**config.mk**
```make
export PLATFORM = sky130hd
export DESIGN_NAME = bitserial_mac_seq_flat
export DESIGN_NICKNAME = d
export VERILOG_FILES = /design/src/rtl/bitserial_mac_seq_if.sv /design/src/rtl/bitserial_mac_seq.sv /design/src/flat_wrapper.sv
export SDC_FILE = /design/constraint.sdc
export NUM_CORES = 1
export LEC_CHECK = 0
export CAP_MARGIN = 25
export CORE_MARGIN = 5
export CORE_UTILIZATION = 56
export DETAILED_ROUTE_END_ITERATION = 6
export MAX_ROUTING_LAYER = met4
export PLACE_DENSITY = 0.94
export SLEW_MARGIN = 20
export SYNTH_ARGS = -nofsm -noshare
export SYNTH_HDL_FRONTEND = slang
export SYNTH_SLANG_ARGS = --single-unit
```
**constraint.sdc**
```tcl
create_clock -name clk -period 5.2 [get_ports clk]
set_input_delay 1.3 -clock clk [delete_from_list [all_inputs] [get_ports clk]]
set_output_delay 1.3 -clock clk [all_outputs]
set_load 0.02 [all_outputs]
```
**src/rtl/bitserial_mac_seq_if.sv**
```systemverilog
// Handshake and multiplier-side signal bundle for bitserial_mac_seq.
// slave: the sequencer; master: scheduler, consumer and Mult_v2 around it.
interface bitserial_mac_seq_if #(
    parameter int WEIGHT_W = 16,
    parameter int DATA_W   = 16,
    parameter int ACC_W    = 24
);
    logic                in_valid;
    logic                in_ready;
    logic [DATA_W-1:0]   in_neuron;
    logic [WEIGHT_W-1:0] in_weight;
    logic                in_last;
    logic                mult_enable;
    logic [DATA_W-1:0]   mult_neuron;
    logic                mult_weight_bit;
    logic [DATA_W-1:0]   mult_out;
    logic                out_valid;
    logic                out_ready;
    logic [ACC_W-1:0]    out_sum;
    logic                out_ovf;

    modport slave (
        input  in_valid, in_neuron, in_weight, in_last, mult_out, out_ready,
        output in_ready, mult_enable, mult_neuron, mult_weight_bit, out_valid, out_sum, out_ovf
    );

    modport master (
        output in_valid, in_neuron, in_weight, in_last, mult_out, out_ready,
        input  in_ready, mult_enable, mult_neuron, mult_weight_bit, out_valid, out_sum, out_ovf
    );
endinterface

```
**src/rtl/bitserial_mac_seq.sv**
```systemverilog
// Bit-serial MAC sequencer: shifts weights LSB-first into Mult_v2 and accumulates per neuron.
// Build option SEQ_SAT_EN: saturating accumulator with sticky out_ovf (otherwise wraps, out_ovf=0).
//
// state   | meaning
// S_IDLE  | in_ready high, waiting for a term
// S_SHIFT | one weight bit per clock into Mult_v2
// S_WAIT  | MULT_LAT cycles for the product to settle
// S_ACCUM | add product to acc; enable drops at exit to clear Mult_v2
// S_DONE  | out_sum presented until out_ready
module bitserial_mac_seq #(
    parameter int WEIGHT_W = 16,
    parameter int DATA_W   = 16,
    parameter int MULT_LAT = 1,
    parameter int ACC_W    = 24
) (
    input  logic               clk,
    input  logic               reset,
    bitserial_mac_seq_if.slave bus
);
    localparam int BCW = (WEIGHT_W > 1) ? $clog2(WEIGHT_W) : 1;
    localparam int LCW = (MULT_LAT > 1) ? $clog2(MULT_LAT) : 1;

    typedef enum logic [2:0] {S_IDLE, S_SHIFT, S_WAIT, S_ACCUM, S_DONE} state_t;

    state_t              r_state;
    logic [BCW-1:0]      r_bit_cnt;
    logic [LCW-1:0]      r_lat_cnt;
    logic [WEIGHT_W-1:0] r_weight;
    logic                r_last;
    logic [ACC_W-1:0]    r_acc;
    logic                r_in_ready;
    logic                r_mult_enable;
    logic [DATA_W-1:0]   r_mult_neuron;
    logic                r_mult_weight_bit;
    logic                r_out_valid;
    logic [ACC_W-1:0]    r_out_sum;
    logic [ACC_W-1:0]    w_acc_next;

`ifdef SEQ_SAT_EN
    logic                r_ovf;
    logic [ACC_W:0]      w_sum;
    logic                w_sat;

    // One guard bit: a sign mismatch between the top two bits means the add left the ACC_W range.
    assign w_sum      = (ACC_W+1)'($signed(r_acc)) + (ACC_W+1)'($signed(bus.mult_out));
    assign w_sat      = w_sum[ACC_W] ^ w_sum[ACC_W-1];
    assign w_acc_next = !w_sat ? w_sum[ACC_W-1:0]
                      : (w_sum[ACC_W] ? {1'b1, {(ACC_W-1){1'b0}}} : {1'b0, {(ACC_W-1){1'b1}}});
    assign bus.out_ovf = r_ovf;
`else
    assign w_acc_next  = r_acc + ACC_W'($signed(bus.mult_out));
    assign bus.out_ovf = 1'b0;
`endif

    always_ff @(posedge clk or negedge reset) begin
        if (!reset) begin
            r_state           <= S_IDLE;
            r_bit_cnt         <= '0;
            r_lat_cnt         <= '0;
            r_weight          <= '0;
            r_last            <= 1'b0;
            r_acc             <= '0;
            r_in_ready        <= 1'b1;
            r_mult_enable     <= 1'b0;
            r_mult_neuron     <= '0;
            r_mult_weight_bit <= 1'b0;
            r_out_valid       <= 1'b0;
            r_out_sum         <= '0;
`ifdef SEQ_SAT_EN
            r_ovf             <= 1'b0;
`endif
        end else begin
            case (r_state)
                S_IDLE: begin
                    if (bus.in_valid) begin
                        r_mult_neuron     <= bus.in_neuron;
                        r_mult_weight_bit <= bus.in_weight[0];
                        r_weight          <= bus.in_weight >> 1;
                        r_last            <= bus.in_last;
                        r_bit_cnt         <= '0;
                        r_mult_enable     <= 1'b1;
                        r_in_ready        <= 1'b0;
                        r_state           <= S_SHIFT;
                    end
                end
                S_SHIFT: begin
                    r_bit_cnt <= r_bit_cnt + 1'b1;
                    if (r_bit_cnt == BCW'(WEIGHT_W - 1)) begin
                        r_mult_weight_bit <= 1'b0;
                        if (MULT_LAT == 0) begin
                            r_state <= S_ACCUM;
                        end else begin
                            r_lat_cnt <= LCW'(MULT_LAT - 1);
                            r_state   <= S_WAIT;
                        end
                    end else begin
                        r_mult_weight_bit <= r_weight[0];
                        r_weight          <= r_weight >> 1;
                    end
                end
                S_WAIT: begin
                    if (r_lat_cnt == '0) begin
                        r_state <= S_ACCUM;
                    end else begin
                        r_lat_cnt <= r_lat_cnt - 1'b1;
                    end
                end
                S_ACCUM: begin
                    r_acc         <= w_acc_next;
                    r_mult_enable <= 1'b0;
`ifdef SEQ_SAT_EN
                    if (w_sat) begin
                        r_ovf <= 1'b1;
                    end
`endif
                    if (r_last) begin
                        r_out_valid <= 1'b1;
                        r_out_sum   <= w_acc_next;
                        r_state     <= S_DONE;
                    end else begin
                        r_in_ready <= 1'b1;
                        r_state    <= S_IDLE;
                    end
                end
                S_DONE: begin
                    if (bus.out_ready) begin
                        r_acc       <= '0;
                        r_out_valid <= 1'b0;
                        r_out_sum   <= '0;
                        r_in_ready  <= 1'b1;
                        r_state     <= S_IDLE;
`ifdef SEQ_SAT_EN
                        r_ovf       <= 1'b0;
`endif
                    end
                end
                default: r_state <= S_IDLE;
            endcase
        end
    end

    assign bus.in_ready        = r_in_ready;
    assign bus.mult_enable     = r_mult_enable;
    assign bus.mult_neuron     = r_mult_neuron;
    assign bus.mult_weight_bit = r_mult_weight_bit;
    assign bus.out_valid       = r_out_valid;
    assign bus.out_sum         = r_out_sum;
endmodule

```
**src/flat_wrapper.sv**
```systemverilog
// flat-port wrapper written by rule: the top's interface ports become plain ports
module bitserial_mac_seq_flat 
#(
    parameter int WEIGHT_W = 16,
    parameter int DATA_W   = 16,
    parameter int MULT_LAT = 1,
    parameter int ACC_W    = 24
)
  (clk, reset, bus_in_valid, bus_in_neuron, bus_in_weight, bus_in_last, bus_mult_out, bus_out_ready, bus_in_ready, bus_mult_enable, bus_mult_neuron, bus_mult_weight_bit, bus_out_valid, bus_out_sum, bus_out_ovf);
  bitserial_mac_seq_if #(.WEIGHT_W(WEIGHT_W), .DATA_W(DATA_W), .ACC_W(ACC_W)) bus_i ();
  input  logic clk;
  input  logic reset;
  input wire logic [$bits(bus_i.in_valid)-1:0] bus_in_valid;
  input wire logic [$bits(bus_i.in_neuron)-1:0] bus_in_neuron;
  input wire logic [$bits(bus_i.in_weight)-1:0] bus_in_weight;
  input wire logic [$bits(bus_i.in_last)-1:0] bus_in_last;
  input wire logic [$bits(bus_i.mult_out)-1:0] bus_mult_out;
  input wire logic [$bits(bus_i.out_ready)-1:0] bus_out_ready;
  output wire logic [$bits(bus_i.in_ready)-1:0] bus_in_ready;
  output wire logic [$bits(bus_i.mult_enable)-1:0] bus_mult_enable;
  output wire logic [$bits(bus_i.mult_neuron)-1:0] bus_mult_neuron;
  output wire logic [$bits(bus_i.mult_weight_bit)-1:0] bus_mult_weight_bit;
  output wire logic [$bits(bus_i.out_valid)-1:0] bus_out_valid;
  output wire logic [$bits(bus_i.out_sum)-1:0] bus_out_sum;
  output wire logic [$bits(bus_i.out_ovf)-1:0] bus_out_ovf;
  assign bus_i.in_valid = bus_in_valid;
  assign bus_i.in_neuron = bus_in_neuron;
  assign bus_i.in_weight = bus_in_weight;
  assign bus_i.in_last = bus_in_last;
  assign bus_i.mult_out = bus_mult_out;
  assign bus_i.out_ready = bus_out_ready;
  assign bus_in_ready = bus_i.in_ready;
  assign bus_mult_enable = bus_i.mult_enable;
  assign bus_mult_neuron = bus_i.mult_neuron;
  assign bus_mult_weight_bit = bus_i.mult_weight_bit;
  assign bus_out_valid = bus_i.out_valid;
  assign bus_out_sum = bus_i.out_sum;
  assign bus_out_ovf = bus_i.out_ovf;
  bitserial_mac_seq #(.WEIGHT_W(WEIGHT_W), .DATA_W(DATA_W), .MULT_LAT(MULT_LAT), .ACC_W(ACC_W)) u_core (.clk(clk), .reset(reset), .bus(bus_i));
endmodule
```
* After elaboration in Yosys (flattened, before gate mapping)
Cells that the tools add are included.
Storage, ports and cells: input bits 53, logic and storage cells 72, register bits after elaboration 93, output and inout bits 45
Operators by class: equality and inequality tests 12, $add $sub $neg 3, multiplexer cells 30, reduce and logical (&&, ||, !) cells 15
Operators with widths (count):
- $pmux 24 s2 | 2
- $mux 24 | 2
- $mux 16 | 2
- $pmux 16 s2 | 1
- $add 24x24->24 | 1
- $mux 3 | 5
- $pmux 3 s5 | 1
- $mux 1 | 10
- $ne 2x2->1 const B | 5
- $reduce_and 2->1 | 5
- $pmux 1 s2 | 4
- $pmux 4 s2 | 1
- $reduce_and 4->1 | 2
- $reduce_bool 2->1 | 4
- $eq 3x2->1 const B | 2
- $reduce_and 3->1 | 2
- $add 4x1->4 const B | 1
- $eq 4x4->1 const B | 1
- $mux 4 | 1
- $ne 2x1->1 const B | 2
- $eq 3x1->1 const B | 1
- $eq 3x3->1 const B | 1
- $logic_not 3->1 | 1
- $pmux 1 s3 | 1
- other kinds (2) | 2

* Longest topological paths before layout
depth in word-level cells 3, gate-level depth with buffers 9, gate-level depth less buffers 9

* Least setup slack after synthesis
OpenSTA, ideal clock, no wires.
path type in2reg, start point input bus_mult_out[0], end point register u_core.r_out_sum[22], in the netlist u_core.bus.out_sum[22], setup time 0.121 ns, required time 5.079 ns, arrival 3.380 ns, buffers on the path 0, slack 1.699 ns, stages on the path 9, cells stage by stage ha_1 fa_1 a21o_1 a221o_1 and4_4 a221oi_4 o31ai_1 xor2_1 a22o_1
On the way: cells in the longest elaborated chain, start to end 3
RTL lines:
- from (decl) | line flat_wrapper.sv:17 | input wire logic [$bits(bus_i.mult_out)-1:0] bus_mult_out;
- $add 24x24->24 | line bitserial_mac_seq.sv:51 | assign w_acc_next = r_acc + ACC_W'($signed(bus.mult_out));
- $mux 24 | line bitserial_mac_seq.sv:116 | if (r_last) begin
- $pmux 24 s2 | line bitserial_mac_seq.sv:73 | case (r_state)
- to (signal assigned) | line bitserial_mac_seq.sv:118 | r_out_sum <= w_acc_next;
- to (decl) | line bitserial_mac_seq.sv:36 | logic [ACC_W-1:0] r_out_sum;
Every way passes these cells. The select of a mux whose other input is x is not followed. A chain may end at the register's enable or synchronous reset.

* Worst setup path after layout
start point input bus_mult_out[15], end point register u_core.r_out_sum[23], in the netlist u_core.bus.out_sum[23]
Same word-level chain as after synthesis.

==> flow_summary.ini <==
[synth]
yosysUniqueCellTypes = 54
synth_top_cell_area_share_pct = 46.9
synth_common_cells = dfrtp_1 (90), nand2_1 (53), o21ai_0 (36)
avgSynthCellArea_um2 = 10.5
synth.most_common_cell = dfrtp_1
synthesis.nets = 534
synth_area_leaders = dfrtp_1 (47%), ha_1 (6.2%), mux2_2 (5.9%)
synth_top_cell_by_area = dfrtp_1
ys.flop_type = dfrtp_1
async_flop_share_pct = 100
synth_edf_count = 0
yosysSeqAreaShare_pct = 47.4
yosysWarnings = 0
syn_inst = 456
ys_seq_elements = 91
syn_area_um2 = 4810

[grt]
use_met1_pct = 29.6
use_met2_pct = 40.3
grt_pass1_vias = 4029
grt_pass1_wl_um = 19300
grt_remaining_overflow = 0
use_met3_pct = 4.13
grt_start_max_net_pins = 60
busiest_layer = met2
grtUsageTotal_pct = 24.3
antenna_found_initial = 0

[timing]
hold_viol_final = 0
fin_crit_ns = 3.87
rsz0062_at_grt = no
tightest_slew_ns = 0.880
max_freq_mhz = 258
min_period_over_period_pct = 74.5
fin_skew_ns = 0.00707
slew_headroom_pct = 41.3
fin_setup_tns_ns = 0
setup_viol = 0
slew_viol_final = 0

[routing]
wl_per_cell_um = 18.1
ant_nets = 0
vias = 3928
post_drt_via_cell_ratio = 5.97
drt-total-wl_um = 11900
drtIter0Drc = 147
drt-pass1-iter-count = 4
drc_errors = 0

[power_and_ir_drop]
power_uw = 4100
power.static_leakage_uw = 0.00272
power.density_nw_per_um2 = 676
irDropWorstVdd_v = 0.000300

[floorplanning]
die_x_um = 103
rows = 33
io_pins = 98
die_y_um = 103
die-area_um2 = 10500
fp.coreArea_um2 = 8300
start_util_pct = 57.9

[final_layout]
final.fill_count = 586
fin_cells = 658
num_antenna_cells = 0
multi_input_area_um2 = 2400
finalNetCount = 626
regArea_um2 = 2280
area_delta_synth_final_pct = 26.1
drive_gt1_share_pct = 11.6
fin_util_pct = 73.1

[clocking]
cts.sinks = 91
cts_tree = built
cts_htree_levels = 3
cts_buffer_depth = 2
clk_latency_ns = 0.36
clockRootBuffer = clkbuf_8
cts_buffers = 9
cts.clk_slew.worst_paths_ns = 0.10
postCtsHoldBufs = 0
cts_setup_buffers = 0
cts_resized = 0

[critical_path]
cp.required_ns = 5.46
path_max_fanout = 12
rrSetupSlack_ns = 2.43
path_cells = clkdlybuf4s50_1 > ha_1 > nand4_1 > or2_2 > nor4b_1 > nor2_1 > xnor3_1 > a22o_1
cp-startpoint = bus_mult_out[15]
worstSetupPathType = in -> reg
r2r_start = u_core.r_acc[0]$_DFFE_PN0P_
critPathMaxStageDelay_ns = 0.71
crit_arrival_ns = 4.13
crit_path_end_kind = register
crit_path_top_delay_cell = clkdlybuf4s50_1
worst_setup_path_start_kind = input port

[hold_path]
hold_class = reg -> reg
holdCritStartpoint = u_core.bus.out_sum[2]$_DFFE_PN0P_

[job]
cap_violations = 0

[placement]
dp.cells = 642
dp_hpwl_um = 8820
gp_congestion = 0.958
io_buffer_count = 96

[outcome]
status = finished clean
==> per-stage QoR <==
| step | setup WS [ns] | cell area [µm²] | hold WS, ns |
|---|---|---|---|
| CTS | 1.41 | 6060 | 0.496 |
| detailed placement | 1.02 | 5870 | 0.474 |
| global route | 1.22 | 6060 | 0.521 |
| floorplan | 1.70 | 4810 | 0.450 |
| finish | 1.33 | 6060 | 0.491 |
| global placement | 1.14 | 5860 | 0.462 |
==> report_power, final <==
group	internal, µW	switching, µW
Clock	197	277
Sequential	1050	213
Combinational	1070	1280
Total	2330	1770
==> area by class of cell <==
class                      count  share of cell area [%]
clock buffer                  10                    2.27
timing repair buffer         103                    16.8
multi-input combinational    332                    39.6
inverter                      11                   0.681
tap                          105                    2.17
clock inverter                 6                   0.887
sequential                    91                    37.6
==> logic make-up after synthesis <==
| family | after synthesis | synth area share [%] |
|---|---|---|
| and+or+nand+nor | 104 | 10.1 |
| muxes | 40 | 8.98 |
| DFF | 91 | 47.4 |
| AOI/OAI and AO/OA | 140 | 19.7 |
| buffers and inverters | 33 | 2.78 |
| adders and majority gates | 25 | 6.66 |
| xor gates and xnor gates | 22 | 4.29 |
| other | 1 | 0.0780 |
==> routing by layer <==
metal	wire, µm	vias up
met1	4870	1925
met4	339	0
met3	738	30
met2	5950	136
met5	0	-
li1	-	1837
==> state kept, by name, summed over array words and instances (netlist names) <==
name,flops
u_core.bus.out_valid,1
u_core.bus.out_sum,24
u_core.bus.mult_enable,1
u_core.bus.mult_weight_bit,1
u_core.r_last,1
u_core.bus.in_ready,1
u_core.r_bit_cnt,4
u_core.bus.mult_neuron,16
u_core.r_state,3
u_core.r_weight,15
u_core.r_acc,24
==> worst paths after layout <==
path,end,cells past startpoint
max in group asynchronous,u_core.bus.in_ready$_DFFE_PN1P_,2
setup reg to reg,u_core.bus.out_sum[22]$_DFFE_PN0P_,9
setup / recovery,u_core.bus.out_sum[23]$_DFFE_PN0P_,8
min in group asynchronous,u_core.r_acc[9]$_DFFE_PN0P_,1
hold / removal,u_core.bus.out_sum[2]$_DFFE_PN0P_,2
hold reg to reg,u_core.bus.out_sum[2]$_DFFE_PN0P_,2
==> critical path, delay by kind of cell <==
family	cells	cell delay (ns)
simple gates	4	1.12
buf+inv	1	0.71
fa+ha+maj	1	0.60
xor+xnor	1	0.20
compound gates	1	0.19
==> placed cells by master (no fill, tap or decap), drive strengths merged, types with 11 or more instances in the layout <==
cell / synthesis / final
ha: 24 / 24
inv: 11 / 16
o21ai: 43 / 43
nand2: 53 / 53
mux2: 25 / 25
a21o: 11 / 11
clkdlybuf4s50: 0 / 95
dfrtp: 90 / 90
xnor2: 11 / 11
a21oi: 31 / 31
mux2i: 15 / 15
nor2: 18 / 18
a22o: 26 / 26
Note: power is estimated with default switching activity, not from simulation.
